### src/rtl/fft_tile_sched.sv
// Round-robin scheduler sharing one fft2D engine among NREQ tile loaders: grant, ROWS-beat burst, wait for completion.
// Optional watchdog on the completion wait is enabled by defining FFT_SCHED_TIMEOUT_EN.
module fft_tile_sched #(
  parameter int NREQ   = 2,
  parameter int ROWS   = 8,
  parameter int IDXLEN = 3
`ifdef FFT_SCHED_TIMEOUT_EN
  ,
  parameter int TOLEN  = 10
`endif
) (
  input  logic              clk,
  input  logic              rst,
  input  logic [NREQ-1:0]   req,
  output logic [NREQ-1:0]   grant,
  output logic [IDXLEN-1:0] grant_id,
  output logic [IDXLEN-1:0] row_idx,
  output logic              fftvalid,
  output logic              fftlast,
  input  logic              fft_ready,
  input  logic              fft_done,
  output logic              done,
  output logic [IDXLEN-1:0] done_id,
  output logic              err
);

  typedef enum logic [1:0] {IDLE, STREAM, WAIT, FIN} state_t;

  localparam logic [IDXLEN-1:0] LAST_ROW = IDXLEN'(ROWS - 1);
  localparam logic [IDXLEN-1:0] LAST_REQ = IDXLEN'(NREQ - 1);

  state_t              r_state;
  logic [NREQ-1:0]     r_grant;
  logic [IDXLEN-1:0]   r_grant_id;
  logic [IDXLEN-1:0]   r_row_idx;
  logic                r_fftvalid;
  logic                r_done;
  logic [IDXLEN-1:0]   r_done_id;
  logic [IDXLEN-1:0]   r_rr;
  logic                r_done_seen;

  logic                w_found;
  logic [IDXLEN-1:0]   w_pick;
  logic                w_last_row;
  logic                w_wait_exit;

  // First requester at or after the round-robin pointer, wrapping modulo NREQ.
  always_comb begin
    int j;
    // NOTE: every combinational output gets a default first so no latch is inferred.
    w_found = 1'b0;
    w_pick  = '0;
    for (int i = 0; i < NREQ; i++) begin
      j = int'(r_rr) + i;
      if (j >= NREQ) j = j - NREQ;
      if (!w_found && req[j]) begin
        w_found = 1'b1;
        w_pick  = IDXLEN'(j);
      end
    end
  end

  assign w_last_row = (r_row_idx == LAST_ROW);

`ifdef FFT_SCHED_TIMEOUT_EN
  localparam logic [TOLEN-1:0] TO_LAST = TOLEN'((1 << TOLEN) - 2);
  logic [TOLEN-1:0] r_to_cnt;
  logic             r_err;
  logic             w_timeout;

  // Counter reaches 2^TOLEN-1 on the edge that ends this WAIT cycle.
  assign w_timeout   = (r_to_cnt == TO_LAST) && !fft_done && !r_done_seen;
  assign w_wait_exit = fft_done | r_done_seen | w_timeout;
  assign err         = r_err;

  always_ff @(posedge clk or posedge rst) begin
    if (rst) begin
      r_to_cnt <= '0;
      r_err    <= 1'b0;
    end else if (r_state == STREAM) begin
      r_to_cnt <= '0;
    end else if (r_state == WAIT) begin
      r_to_cnt <= r_to_cnt + 1'b1;
      if (w_timeout) r_err <= 1'b1;
    end
  end
`else
  assign w_wait_exit = fft_done | r_done_seen;
  assign err         = 1'b0;
`endif

  // NOTE: sequential state uses non-blocking assignments so every register samples pre-edge values.
  always_ff @(posedge clk or posedge rst) begin
    if (rst) begin
      r_state     <= IDLE;
      r_grant     <= '0;
      r_grant_id  <= '0;
      r_row_idx   <= '0;
      r_fftvalid  <= 1'b0;
      r_done      <= 1'b0;
      r_done_id   <= '0;
      r_rr        <= '0;
      r_done_seen <= 1'b0;
    end else begin
      r_done <= 1'b0;
      case (r_state)
        IDLE: begin
          if (w_found) begin
            r_grant    <= NREQ'(1) << w_pick;
            r_grant_id <= w_pick;
            r_row_idx  <= '0;
            r_fftvalid <= 1'b1;
            r_state    <= STREAM;
          end
        end
        STREAM: begin
          if (fft_done) r_done_seen <= 1'b1;
          if (r_fftvalid && fft_ready) begin
            if (w_last_row) begin
              r_fftvalid <= 1'b0;
              r_state    <= WAIT;
            end else begin
              r_row_idx <= r_row_idx + 1'b1;
            end
          end
        end
        WAIT: begin
          if (w_wait_exit) begin
            r_done    <= 1'b1;
            r_done_id <= r_grant_id;
            r_grant   <= '0;
            r_state   <= FIN;
          end
        end
        FIN: begin
          r_rr        <= (r_grant_id == LAST_REQ) ? '0 : r_grant_id + 1'b1;
          r_done_seen <= 1'b0;
          r_state     <= IDLE;
        end
        default: r_state <= IDLE;
      endcase
    end
  end

  assign grant    = r_grant;
  assign grant_id = r_grant_id;
  assign row_idx  = r_row_idx;
  assign fftvalid = r_fftvalid;
  assign fftlast  = r_fftvalid & w_last_row;
  assign done     = r_done;
  assign done_id  = r_done_id;

endmodule
### config.mk
export PLATFORM = sky130hd
export DESIGN_NAME = fft_tile_sched
export DESIGN_NICKNAME = d
export VERILOG_FILES = /design/src/rtl/fft_tile_sched.sv
export SDC_FILE = /design/constraint.sdc
export NUM_CORES = 1
export LEC_CHECK = 0
export CAP_MARGIN = 10
export CORE_UTILIZATION = 54
export CTS_CLUSTER_SIZE = 14
export DETAILED_ROUTE_END_ITERATION = 6
export PLACE_DENSITY = 0.82
export SYNTH_ARGS = -nofsm -noshare
export SYNTH_HDL_FRONTEND = slang
export SYNTH_SLANG_ARGS = --single-unit
export TNS_END_PERCENT = 1
### constraint.sdc
create_clock -name clk -period 3.1 [get_ports clk]
set_input_delay 0.62 -clock clk [delete_from_list [all_inputs] [get_ports clk]]
set_output_delay 0.62 -clock clk [all_outputs]
set_load 0.05 [all_outputs]
After elaboration in Yosys (flattened, before gate mapping)
Cells that the tools add are included.
- $lt $le $gt $ge: 4
- reduce and logical (&&, ||, !) cells: 14
- add/sub/neg operators: 5
- mux-type cells: 33
- eq/ne operators: 11
- bitwise logic cells: 2
- shifts and indexed selects: 1
- operators with widths (kind ; number):
    $lt A32 B3 Y1 const B ; 2
    $mux W32 ; 2
    $mux W3 ; 6
    $mux W1 ; 14
    $mux W2 ; 6
    $ne A2 B2 Y1 const B ; 6
    $reduce_and A4 Y1 ; 3
    $pmux W2 S4 ; 1
    $add A3 B1 Y3 const B ; 2
    $pmux W3 S2 ; 1
    $reduce_and A2 Y1 ; 3
    $reduce_bool A2 Y1 ; 3
    $sub A4 B2 Y5 const B ; 1
    $add A3 B1 Y4 const B ; 1
    $eq A2 B2 Y1 const B ; 2
    $ge A4 B2 Y1 const B ; 1
    $pmux W1 S2 ; 2
    $pmux W2 S2 ; 1
    $sub A3 B2 Y4 const B ; 1
    $eq A3 B1 Y1 const B ; 1
    $eq A3 B3 Y1 const B ; 1
    $ge A3 B2 Y1 const B ; 1
    $reduce_and A3 Y1 ; 1
    $shl A1 B3 Y2 const A ; 1
    other kinds (6) ; 7
- flip-flop bits (word level): 19
- logic and storage cells: 79

Logic depth before layout (Yosys ltp)
- word-level depth: 12
- depth in mapped cells: 7

Worst setup path before layout
No wires, ideal clock.
- path type: register to register
- from: register r_row_idx[0], in the netlist row_idx[0]
- to: register r_state[1]
- data arrival time: 2131 ps
- setup time: 125 ps
- period minus slack after synthesis: 2256 ps
- stages on the path, launching flop included: 7
- setup slack: 844 ps
- cells stage by stage: dfrtp_1 > ha_1 > ha_1 > and2_1 > a21o_1 > and3_4 > mux2_4
- longest elaborated chain between the ends: 3
- ends and longest elaborated chain (element ; line ; source):
    start, declared ; 35 ; logic [IDXLEN-1:0] r_row_idx;
    start signal, assigned ; 123 ; r_row_idx <= r_row_idx + 1'b1;
    $eq A3 B3 Y1 ; 63 ; assign w_last_row = (r_row_idx == LAST_ROW);
    $ne A2 B2 Y1 (no source line) ; -- ;
    $reduce_and A4 Y1 (no source line) ; -- ;
    end signal, assigned ; 95 ; r_state <= IDLE;
    end signal, assigned ; 113 ; r_state <= STREAM;
    end signal, assigned ; 121 ; r_state <= WAIT;
    end, declared ; 32 ; state_t r_state;
No other way between the ends.
A chain may end at the register's enable or synchronous reset.

Worst setup path after layout
- from: register r_row_idx[0], in the netlist row_idx[0]
- to: output fftlast
- longest elaborated chain between the ends: 2
- ends and longest elaborated chain (element ; line ; source):
    $eq A3 B3 Y1 ; 63 ;
    $and A1 B1 Y1 ; 149 ; assign fftlast = r_fftvalid & w_last_row;
    end, declared ; 19 ; output logic fftlast,
No other way between the ends.

==> out/results.txt <==
I/O pin cnt -> 21
Hold Crit Start -> grant[1]$_DFFE_PP0P_
worst min-delay path class -> register to register
Die ar. -> 0.00226 sq mm
Die Ht -> 47.5 um
post-synthesis simple-gate area fraction -> 16.2%
crit path kind -> register to output port
setup violators final -> 0
Syn Inst Count -> 113
all-layer global routing usage -> 22.6%
antenna violations before repair -> 0
Synth Area in Compound Gates -> 17.3%
vias in the first global route -> 778
max frequency -> 381 MHz
maxcap violations -> 0
mux contribution to synthesized area -> 8.39%
cts bufs inserted -> 3
DRT iter0 DRCs -> 10
Initial Util -> 57.0%
Detailed Route WL -> 2220 um
Setup crit start kind -> register
CTS resizes -> 0
FF-to-FF path depth -> 5
via-per-instance ratio -> 5.65
WHS Endpoint -> grant[1]$_DFFE_PP0P_
fin crit period -> 2620 ps
adder-cell share of the synthesized area -> 8.95%
Clock Latency Late Sink -> 290 ps
vias post-DR -> 909
Synth top area share -> 42.5%
core area -> 0.00196 sq mm
ant diodes -> 0
asr flop ratio synth -> 100%
sequential cell area fraction in the yosys report -> 42.5%
static leakage -> 0.000605 uW
placed cells -> 157
RSZ-0062 raised after global routing -> no
most common cell in the synthesized netlist -> dfrtp_1
Setup crit end kind -> output port
total congestion overflow -> 0
Post-CTS Setup Bufs -> 0
Slew HR -> 50.5%
PnR Total Power -> 1630 uW
Synth area leaders -> dfrtp_1 (43%), ha_1 (8.9%), nand2_1 (5.0%)
Seq cells post-synth -> 19
Worst-Margin Slew -> 741 ps
Sink Count -> 19
pwr dens -> 1210 mW/mm^2
Reg clk slew, reported paths -> 100 ps
setup slack, reg-to-reg -> 1210 ps
final core utilization -> 68.8%
synth cell count leaders -> dfrtp_1 (19), nand2_1 (15), inv_1 (9), ha_1 (8)
htree depth -> 1
number of max-slew violations in the final report -> 0
first-pass GRT wire length -> 3460 um
Total Neg Setup Slack -> 0 ps
worst path arrival time -> 2000 ps
clk buf depth -> 2
synth warn -> 0
CTS tree -> built
row count -> 16
worst setup margin -> 478 ps
largest net degree at the start of global routing -> 20
DRT Pass-1 Iters -> 4
Data required, critical path -> 2480 ps
synth unique cells -> 38
Setup WS pre-CTS -> 817 ps
DIE WIDTH -> 47.5 um
Tcrit/Tclk final -> 84.6%
worst vdd ir -> 0.688 mV
final hold vios -> 0
layout net count -> 149
final cell count without fillers -> 161
DRC errors left -> 0
syn nets -> 127
Post-synth EDFFs -> 0
synthesized area per cell -> 9.90 sq um
CTS Hold Bufs -> 0
post-synthesis cell area -> 0.00112 sq mm
layout cell share with drive strength beyond 1 -> 8.96%
status -> finished, final reports clean
routability cong. -> 0.747
R2R Path End -> r_state[1]$_DFFE_PP0P_
critical path fanouts, max -> 4
XOR/XNOR Fraction of Synth Area -> 1.57%
skew final -> 2.00 ps
post-synth top area cell -> dfrtp_1
largest family of logic cells by synthesized area -> compound AO/OA/AOI/OAI gates
Clock Root Buffer -> clkbuf_4
port bufs -> 19
number of routed nets with antenna violations -> 0
Synth Flop Type -> dfrtp_1
WL/cell -> 13.8 um
reg2reg start -> r_state[0]$_DFFE_PP0P_
synthesis-to-layout area growth -> 20.7%
Hold Crit Depth -> 2
detailed placement HPWL -> 1650 um
==> critical path, stage by stage, from the launching register on <==
cell and delay [ps]:
dfrtp_1 430, ha_1 220, ha_1 190, and2_1 170, clkdlybuf4s50_1 700
==> kinds of logic (layout without fill, tap and decap cells) <==
group	Yosys count	in the layout
AND/OR/NAND/NOR	36	36
XOR/XNOR	2	2
buffers and inverters	11	32
adder cells (fa/ha/maj)	8	8
other	1	1
flip-flops	19	19
multiplexers	8	8
AO/OA/AOI/OAI	28	28
==> state kept, by name (all words and copies together) (netlist names) <==
signal,cells
r_rr,3
done_id,3
r_done_seen,1
grant,2
grant_id,3
row_idx,3
fftvalid,1
done,1
r_state,2
==> cells in the final DEF, fill, tap and decap left out, drive strengths merged, types with 2 or more instances in the layout <==
cell and n:
a21boi 2, a21oi 5, a31oi 4, and2 2
clkbuf 4, clkdlybuf4s50 19, dfrtp 19, ha 8
inv 9, mux2 5, mux2i 3, nand2 15
nand2b 2, nand3 3, nor2 7, o21ai 7
o41ai 2, or3b 2
==> power breakdown <==
part	leakage, uW	switching [uW]	internal, uW
combinational	0.000356	602	421
clock	0.0000150	72.6	50.0
sequential	0.000234	120	362
total	0.000605	795	832
==> how the worst max path moves through the flow <==
| stage | end | cells after the start | start | slack [ps] |
|---|---|---|---|---|
| 2_1_floorplan | r_state[1]$_DFFE_PP0P_ | 6 | row_idx[0]$_DFFE_PP0P_ | 840 |
| 3_3_place_gp | fftlast | 4 | row_idx[0]$_DFFE_PP0P_ | 850 |
| 3_5_place_dp | fftlast | 4 | row_idx[0]$_DFFE_PP0P_ | 820 |
| 4_1_cts | fftlast | 4 | row_idx[0]$_DFFE_PP0P_ | 470 |
| 5_1_grt | fftlast | 4 | row_idx[0]$_DFFE_PP0P_ | 370 |
| 6_report | fftlast | 4 | row_idx[0]$_DFFE_PP0P_ | 480 |
==> through the flow <==
stage	instance area (sq um)	hold WS, ps
after floorplan	1120	458
after global placement	1320	472
after detailed placement	1320	468
after CTS	1350	495
after global routing	1350	514
final	1350	489
==> metal layers <==
layer,wire length (um),GRT usage (%),up-vias
li1,-,-,440
met4,14,8.57,0
met3,68,4.53,2
met2,1130,38.9,21
met1,1010,28.0,446
met5,0,0,-
==> layout make-up <==
class / count / area (sq um)
flip-flops and latches: 19 / 475
repair buffers: 19 / 190
fillers: 164 / 612
clock buffers: 4 / 26.3
multi-input cells: 83 / 591
well taps: 27 / 33.8
inverters: 9 / 33.8
No activity file was read; power rests on OpenSTA's default activity.
